**src/rtl/pkg_config.sv**
```systemverilog
// Shared configuration for the load/store path: data width, LSU FSM states
// and the RV32I funct3 encodings for memory accesses.
package pkg_config;

    localparam int DATA_WIDTH = 32;

    typedef enum logic [2:0] {
        IDLE,
        LOAD,
        ST_READ,
        ST_WRITE,
        RESP
    } lsu_state_t;

    localparam logic [2:0] F3_B  = 3'b000;
    localparam logic [2:0] F3_H  = 3'b001;
    localparam logic [2:0] F3_W  = 3'b010;
    localparam logic [2:0] F3_BU = 3'b100;
    localparam logic [2:0] F3_HU = 3'b101;

endpackage

```
**src/rtl/lsu_align.sv**
```systemverilog
// Combinational lane handling for the LSU: load lane select and extension,
// sub-word store merge, and misaligned/illegal request detection.
module lsu_align
    import pkg_config::*;
(
    input  logic [DATA_WIDTH-1:0] word,
    input  logic [15:0]           wdata,
    input  logic [1:0]            addr,
    input  logic [2:0]            funct3,
    input  logic                  req_we,
    input  logic [2:0]            req_funct3,
    input  logic [1:0]            req_addr,
    output logic [DATA_WIDTH-1:0] load_data,
    output logic [DATA_WIDTH-1:0] merged,
    output logic                  err
);

    logic [7:0]  byte_lane;
    logic [15:0] half_lane;

    always_comb begin
        case (addr)
            2'd0:    byte_lane = word[7:0];
            2'd1:    byte_lane = word[15:8];
            2'd2:    byte_lane = word[23:16];
            default: byte_lane = word[31:24];
        endcase
        half_lane = addr[1] ? word[31:16] : word[15:0];

        case (funct3)
            F3_B:    load_data = {{24{byte_lane[7]}}, byte_lane};
            F3_BU:   load_data = {24'd0, byte_lane};
            F3_H:    load_data = {{16{half_lane[15]}}, half_lane};
            F3_HU:   load_data = {16'd0, half_lane};
            default: load_data = word;
        endcase
    end

    // Only the addressed lane of the old word is replaced; SW never uses this.
    always_comb begin
        merged = word;
        if (funct3 == F3_B) begin
            case (addr)
                2'd0:    merged[7:0]   = wdata[7:0];
                2'd1:    merged[15:8]  = wdata[7:0];
                2'd2:    merged[23:16] = wdata[7:0];
                default: merged[31:24] = wdata[7:0];
            endcase
        end else if (funct3 == F3_H) begin
            if (addr[1]) begin
                merged[31:16] = wdata;
            end else begin
                merged[15:0] = wdata;
            end
        end
    end

    always_comb begin
        err = 1'b0;
        if (req_we) begin
            case (req_funct3)
                F3_B:    err = 1'b0;
                F3_H:    err = req_addr[0];
                F3_W:    err = |req_addr;
                default: err = 1'b1;
            endcase
        end else begin
            case (req_funct3)
                F3_B, F3_BU: err = 1'b0;
                F3_H, F3_HU: err = req_addr[0];
                F3_W:        err = |req_addr;
                default:     err = 1'b1;
            endcase
        end
    end

endmodule

```
**src/rtl/load_store_unit.sv**
```systemverilog
// Load/store unit between execute and data_memory: one request at a time,
// sub-word stores done as read-modify-write on the word-wide memory.
module load_store_unit
    import pkg_config::*;
#(
    parameter int ADDR_W = 10
) (
    input  logic                  clk_i,
    input  logic                  rst_i,
    input  logic                  req_i,
    output logic                  ready_o,
    input  logic                  we_i,
    input  logic [2:0]            funct3_i,
    input  logic [31:0]           addr_i,
    input  logic [31:0]           wdata_i,
    output logic [31:0]           rdata_o,
    output logic                  done_o,
    output logic                  err_o,
    output logic                  mem_we_o,
    output logic [ADDR_W-1:0]     mem_addr_o,
    output logic [DATA_WIDTH-1:0] mem_wdata_o,
    input  logic [DATA_WIDTH-1:0] mem_rdata_i
);

    lsu_state_t      state;
    logic [2:0]      funct3;
    logic [1:0]      addr_lo;
    logic [15:0]     wdata_lo;
    logic            mem_we;
    logic [31:0]     load_data;
    logic [31:0]     merged;
    logic            req_err;
    logic            unused_addr;

    assign unused_addr = ^addr_i[31:ADDR_W+2];

    lsu_align u_align (
        .word       (mem_rdata_i),
        .wdata      (wdata_lo),
        .addr       (addr_lo),
        .funct3     (funct3),
        .req_we     (we_i),
        .req_funct3 (funct3_i),
        .req_addr   (addr_i[1:0]),
        .load_data  (load_data),
        .merged     (merged),
        .err        (req_err)
    );

    assign ready_o = (state == IDLE) && !rst_i;

    // Reset arriving during ST_WRITE must suppress the pending memory write.
    assign mem_we_o = mem_we && !rst_i;

    always_ff @(posedge clk_i) begin
        if (rst_i) begin
            state       <= IDLE;
            funct3      <= 3'd0;
            addr_lo     <= 2'd0;
            wdata_lo    <= 16'd0;
            rdata_o     <= 32'd0;
            done_o      <= 1'b0;
            err_o       <= 1'b0;
            mem_we      <= 1'b0;
            mem_addr_o  <= '0;
            mem_wdata_o <= '0;
        end else begin
            done_o <= 1'b0;
            err_o  <= 1'b0;
            mem_we <= 1'b0;
            case (state)
                IDLE: begin
                    if (req_i) begin
                        funct3     <= funct3_i;
                        addr_lo    <= addr_i[1:0];
                        wdata_lo   <= wdata_i[15:0];
                        mem_addr_o <= addr_i[ADDR_W+1:2];
                        if (req_err) begin
                            state  <= RESP;
                            done_o <= 1'b1;
                            err_o  <= 1'b1;
                        end else if (!we_i) begin
                            state <= LOAD;
                        end else if (funct3_i == F3_W) begin
                            state       <= ST_WRITE;
                            mem_we      <= 1'b1;
                            mem_wdata_o <= wdata_i;
                        end else begin
                            state <= ST_READ;
                        end
                    end
                end
                LOAD: begin
                    rdata_o <= load_data;
                    done_o  <= 1'b1;
                    state   <= RESP;
                end
                ST_READ: begin
                    mem_wdata_o <= merged;
                    mem_we      <= 1'b1;
                    state       <= ST_WRITE;
                end
                ST_WRITE: begin
                    done_o <= 1'b1;
                    state  <= RESP;
                end
                RESP: begin
                    state <= IDLE;
                end
                default: begin
                    state <= IDLE;
                end
            endcase
        end
    end

endmodule

```
**config.mk**
```make
export PLATFORM = sky130hd
export DESIGN_NAME = load_store_unit
export DESIGN_NICKNAME = d
export VERILOG_FILES = /design/src/rtl/pkg_config.sv /design/src/rtl/lsu_align.sv /design/src/rtl/load_store_unit.sv
export SDC_FILE = /design/constraint.sdc
export NUM_CORES = 1
export LEC_CHECK = 0
export ABC_AREA = 1
export BUFFER_PORTS_ARGS = -buffer_cell sky130_fd_sc_hd__clkbuf_2
export CORE_MARGIN = 2
export CORE_UTILIZATION = 35
export DETAILED_ROUTE_END_ITERATION = 6
export PLACE_DENSITY = 0.65
export SETUP_SLACK_MARGIN = 0.1
export SYNTH_ARGS = -nofsm -noshare
export SYNTH_HDL_FRONTEND = slang
export SYNTH_SLANG_ARGS = --single-unit
```
**constraint.sdc**
```tcl
create_clock -name clk_i -period 1.5 [get_ports clk_i]
set_clock_uncertainty 0.05 [all_clocks]
set_input_delay 0.075 -clock clk_i [delete_from_list [all_inputs] [get_ports clk_i]]
set_output_delay 0.075 -clock clk_i [all_outputs]
set_load 0.02 [all_outputs]
```
-- After elaboration in Yosys (flattened, before gate mapping)
Index checks and enable logic that the tools add are counted.
- eq/ne operators: 16
- mux-type cells: 32
- bitwise gates (word level): 1
- reductions and logical operators: 16
- operators by type and width (operator ; count):
    32-bit 2-to-1 mux ; 6
    32-bit case mux with 4 select lines ; 1
    32-bit case mux with 2 select lines ; 1
    16-bit 2-to-1 mux ; 3
    8-bit 2-to-1 mux ; 4
    8-bit case mux with 3 select lines ; 1
    3-bit equality test (second input constant) ; 4
    2-bit OR reduction ; 5
    3-bit by 1-bit equality test with 1-bit output (second input constant) ; 3
    3-bit by 2-bit equality test with 1-bit output (second input constant) ; 3
    3-bit logical NOT ; 3
    3-bit case mux with 3 select lines ; 1
    1-bit 2-to-1 mux ; 8
    3-bit 2-to-1 mux ; 2
    2-bit != test (second input constant) ; 3
    1-bit case mux with 3 select lines ; 2
    5-bit AND reduction ; 1
    1-bit case mux with 2 select lines ; 2
    3-bit OR reduction ; 1
    2-bit by 1-bit equality test with 1-bit output (second input constant) ; 1
    2-bit equality test (second input constant) ; 1
    1-bit logical AND ; 2
    2-bit logical NOT ; 1
    2-bit 2-to-1 mux ; 1
    5 further kinds ; 5
- bits in registers: 101
- input bits: 103
- output and inout port bits: 78
- word-level logic and storage cells: 75

-- Logic depth before layout (Yosys ltp)
- depth after elaboration: 7
- mapped depth: 12
- gate-level depth less buffers: 11

-- Modules after synthesis
A second synthesis with hierarchy kept.
- cells, all modules: 1051
- area total of the unflattened synthesis: 6381.1 µm²
- by module, submodules not included (module ; instances ; cells each ; area an instance (µm²) ; seq. area each (µm²)):
    load_store_unit ; 1 ; 622 ; 4264.1 ; 2021.9
    lsu_align ; 1 ; 429 ; 2117.0 ; 0.0

-- Least setup slack after synthesis
OpenSTA, ideal clock, no wires.
- kind: flip-flop to flip-flop
- start: reg addr_lo[1]
- end: reg rdata_o[21]
- setup time: 0.114 ns
- arrival: 1.262 ns
- data required time: 1.336 ns
- slack: 0.074 ns
- cell stages (with the launch flop): 10
- buffers on the path: 2
- period minus slack after synthesis: 1.426 ns
- cell sequence: dfxtp_1 > buf_6 > or2_1 > nand2_2 > o211ai_4 > nand3_4 > nand2_4 > buf_6 > o21bai_1 > inv_1
- word-level cells in the longest chain between the ends: 3
- elaborated cells on any way between the ends: 6
- those cells by class: 2 x eq/ne; 3 x mux; 1 x reduce/logical
- RTL lines (item ; line ; RTL):
    start, declared ; load_store_unit.sv:27 ; logic [1:0] addr_lo;
    start signal, assigned ; load_store_unit.sv:75 ; addr_lo <= addr_i[1:0];
    2-bit equality test (tied with other cells) ; lsu_align.sv:22 ; case (addr)
    8-bit case mux with 3 select lines ; lsu_align.sv:22 ;
    32-bit case mux with 4 select lines (*) ; lsu_align.sv:30 ; case (funct3)
    end signal, assigned ; load_store_unit.sv:94 ; rdata_o <= load_data;
    end, declared ; load_store_unit.sv:16 ; output logic [31:0] rdata_o,
Mark *: on every way between the ends. The rest lies on a longest branch, timed or not.
A chain may end at the register's enable or synchronous reset.

-- Final worst setup path
- start: reg funct3[1]
- end: reg mem_wdata_o[18]
- word-level cells in the longest chain between the ends: 4
- elaborated cells on any way between the ends: 5
- those cells by class: 1 x eq/ne; 3 x mux; 1 x reduce/logical
- RTL lines (item ; line ; RTL):
    start, declared ; load_store_unit.sv:26 ; logic [2:0] funct3;
    start signal, assigned ; load_store_unit.sv:74 ; funct3 <= funct3_i;
    3-bit by 1-bit equality test with 1-bit output ; lsu_align.sv:49 ; end else if (funct3 == F3_H) begin
    32-bit 2-to-1 mux ; lsu_align.sv:49 ;
    32-bit 2-to-1 mux (*) ; lsu_align.sv:42 ; if (funct3 == F3_B) begin
    32-bit case mux with 2 select lines (*) ; load_store_unit.sv:71 ; case (state)
    end signal, assigned ; load_store_unit.sv:87 ; mem_wdata_o <= wdata_i;
    end signal, assigned ; load_store_unit.sv:99 ; mem_wdata_o <= merged;
    end, declared ; load_store_unit.sv:21 ; output logic [DATA_WIDTH-1:0] mem_wdata_o,
Marked as above.

==> impl_metrics.tcl <==
set metrics [dict create \
    dr.pass1.iters 7 \
    worst_slew_pin_slew_ns 0.410 \
    drv_slew 0 \
    p_leak_uw 0.00459 \
    wl_per_cell_um 15.5 \
    path_cells "nor2_4 > inv_2 > nor2_4 > buf_12 > inv_4 > clkbuf_16 > nand2_1 > nand2_2 > nand2_1 > nand2_1 > nand2_1 > nor2_1" \
    setup_viol 34 \
    syn_area_per_cell_um2 6.08 \
    layout.cells.most_common "nand2_1" \
    n_antenna_cell 0 \
    timing.final.hold_violations 0 \
    drive_above_1_share 0.301 \
    track_usage 0.238 \
    dieWidth_um 138 \
    core.rowCount 48 \
    drtIter0Drc 518 \
    io_pins 181 \
    critical_path_arrival_ns 1.79 \
    fmax_ghz 0.632 \
    worst-path-buf-inv 4 \
    failed_checks "negative setup slack" \
    yosys_most_used_dff "dfxtp_1" \
    vias_per_cell 5.00 \
    worstSkewPairLatency_ns 0.36 \
    total_power_uw 8860 \
    final_core_util 0.524 \
    rsz0062_at_grt "true" \
    final_cell_mix "nand2_1 (323), clkbuf_2 (159), nor2_1 (115), dfxtp_1 (94), nand3_1 (85)" \
    htreeDepth 3 \
    syn_nets 1132 \
    crit_family "simple AND/OR/NAND/NOR gates" \
    drc_errors 0 \
    crit_fanout 8 \
    hp-class "primary input to flip-flop" \
    power_density_mw_per_mm2 970 \
    clk_pin_slew_worst_paths_ns 0.07 \
    grt_pass1_vias 6832 \
    critPathMostFrequentCell "nand2_1" \
    path_class "flip-flop to flip-flop" \
    cts_tree "built" \
    syn2layout_area_growth_pct 45.9 \
    synth_edf_count 0 \
    min_period_ns 1.58 \
    slew_headroom 0.726 \
    portBuffers 160 \
    finalCritPeriodShare 1.06 \
    fp.coreArea_mm2 0.0174 \
    nNetsFinal 1362 \
    cts.sinks 101 \
    grt_first_pass_wirelength_mm 35.2 \
    antenna_found_initial 0 \
    ctsLongestPathBuffers 2 \
    start_util 0.359 \
    synth_seq_cells 101 \
    ys_seq_area_frac 0.323 \
    syn_area_mm2 0.00626 \
    yosysWarnings 0 \
    die-area_mm2 0.0190 \
    synth_cell_type_count 39 \
    die-height_um 138 \
    ant_nets 0 \
    grt_overflow 0 \
    grt_max_degree 56 \
    cts_made_buffers 9 \
    maxCapViolCount 0 \
    crit_required_ns 1.71 \
    root_buffer "clkbuf_16" \
    async_reset_ff_frac 0 \
    synth_cells 1029 \
    drt-total-wl_mm 23.1 \
    critPathMaxStageDelay_ns 0.37 \
    vdd_drop_max_v 0.000650 \
    status "finished, violations left" \
    dr_total_vias 7438 \
    gp_congestion 0.909 \
    crit_slowest_cell "dfxtp_4" \
    finalWorstSetupSlack_ns -0.0832 \
    dp_slack_ns -0.0280 \
    cp-end-kind "flip-flop" \
    cp-start-kind "flip-flop" \
    hpwl_mm 15.6 \
]
==> sequential cells by signal, indices dropped and copies added, names as in the netlist <==
register     cells
addr_lo          2
rdata_o         32
funct3           3
mem_addr_o      10
state            3
done_o           1
wdata_lo        16
mem_we           1
mem_wdata_o     32
err_o            1
==> per-layer routing <==
layer | GRT usage | vias up | routed length [µm]
met5 | 0 | - | 0
met1 | 0.322 | 3339 | 10100
li1 | - | 3729 | -
met2 | 0.373 | 321 | 10400
met3 | 0.0419 | 49 | 1880
met4 | 0.101 | 0 | 747
==> where the power goes <==
group          internal [µW]  switching, µW  total (µW)
clock                   1350           1100        2460
sequential              2890            182        3080
combinational           1430           1900        3330
total                   5680           3180        8860
==> per-stage QoR <==
step                      cell area [µm²]  setup TNS (ns)  hold WS, ns  instances
after floorplan                      6260               0       0.0947       1029
after global placement               7540         -0.0720        0.249       1407
after detailed placement             7540          -0.133        0.254       1407
after CTS                            8600          -0.193      0.00629       1475
after global routing                 9130           -5.46       0.0312       1489
final                                9130           -1.08       0.0147       1489
==> worst reg2reg max path, delay by kind of cell, from the launching register on <==
family                 cells  cell delay (ns)
and+or+nand+nor            8             0.61
DFF                        1             0.37
buffers and inverters      4             0.44
==> Yosys cell counts, types with 3 or more instances <==
| cell | n | area (µm²) |
|---|---|---|
| o21bai_1 | 15 | 113 |
| or2_2 | 12 | 75.1 |
| a22oi_1 | 3 | 22.5 |
| a21oi_1 | 39 | 195 |
| a211oi_1 | 6 | 45.0 |
| clkbuf_1 | 19 | 71.3 |
| o21ai_0 | 88 | 440 |
| dfxtp_1 | 101 | 2020 |
| nor2_4 | 5 | 56.3 |
| buf_6 | 9 | 101 |
| inv_1 | 83 | 312 |
| inv_2 | 3 | 11.3 |
| nand2_1 | 348 | 1310 |
| buf_4 | 5 | 37.5 |
| a31oi_1 | 9 | 56.3 |
| nand2_4 | 5 | 56.3 |
| a221oi_1 | 3 | 26.3 |
| nand3_1 | 96 | 480 |
| nor2_1 | 129 | 484 |
| buf_2 | 29 | 145 |
==> cell families after synthesis <==
| logic type | count (synthesis) | synth area share |
|---|---|---|
| flops | 101 | 0.323 |
| buf+inv | 153 | 0.112 |
| simple gates | 606 | 0.411 |
| compound gates | 169 | 0.154 |
==> cell type report <==
class                           count  area, µm²
Clock buffer                       10        239
Clock inverter                      6       68.8
Fill cell                        1696       8290
Inverter                           89        350
Multi-Input combinational cell    776       3900
Sequential cell                   101       2040
Tap cell                          225        282
Timing Repair Buffer              282       2250
==> path summary, 6_finish.rpt <==
path	from	endpoint	slack, ns	depth (start not counted)
setup reg to reg	funct3[1]	mem_wdata_o[18]	-0.08	12
setup / recovery	funct3[1]	mem_wdata_o[18]	-0.08	12
hold reg to reg	wdata_lo[13]	wdata_lo[13]	0.42	2
hold / removal	funct3_i[2]	funct3[2]	0.01	3
==> timing repair <==
item                       in CTS  in global routing
gates resized for setup        52                 98
hold buffers                   41                  0
setup endpoints to repair      65                 93
pin swaps                      11                 37
hold endpoints to repair       46                  0
buffers inserted                7                  9
gates cloned                    4                  6
Note: power is estimated with default switching activity, not from simulation.
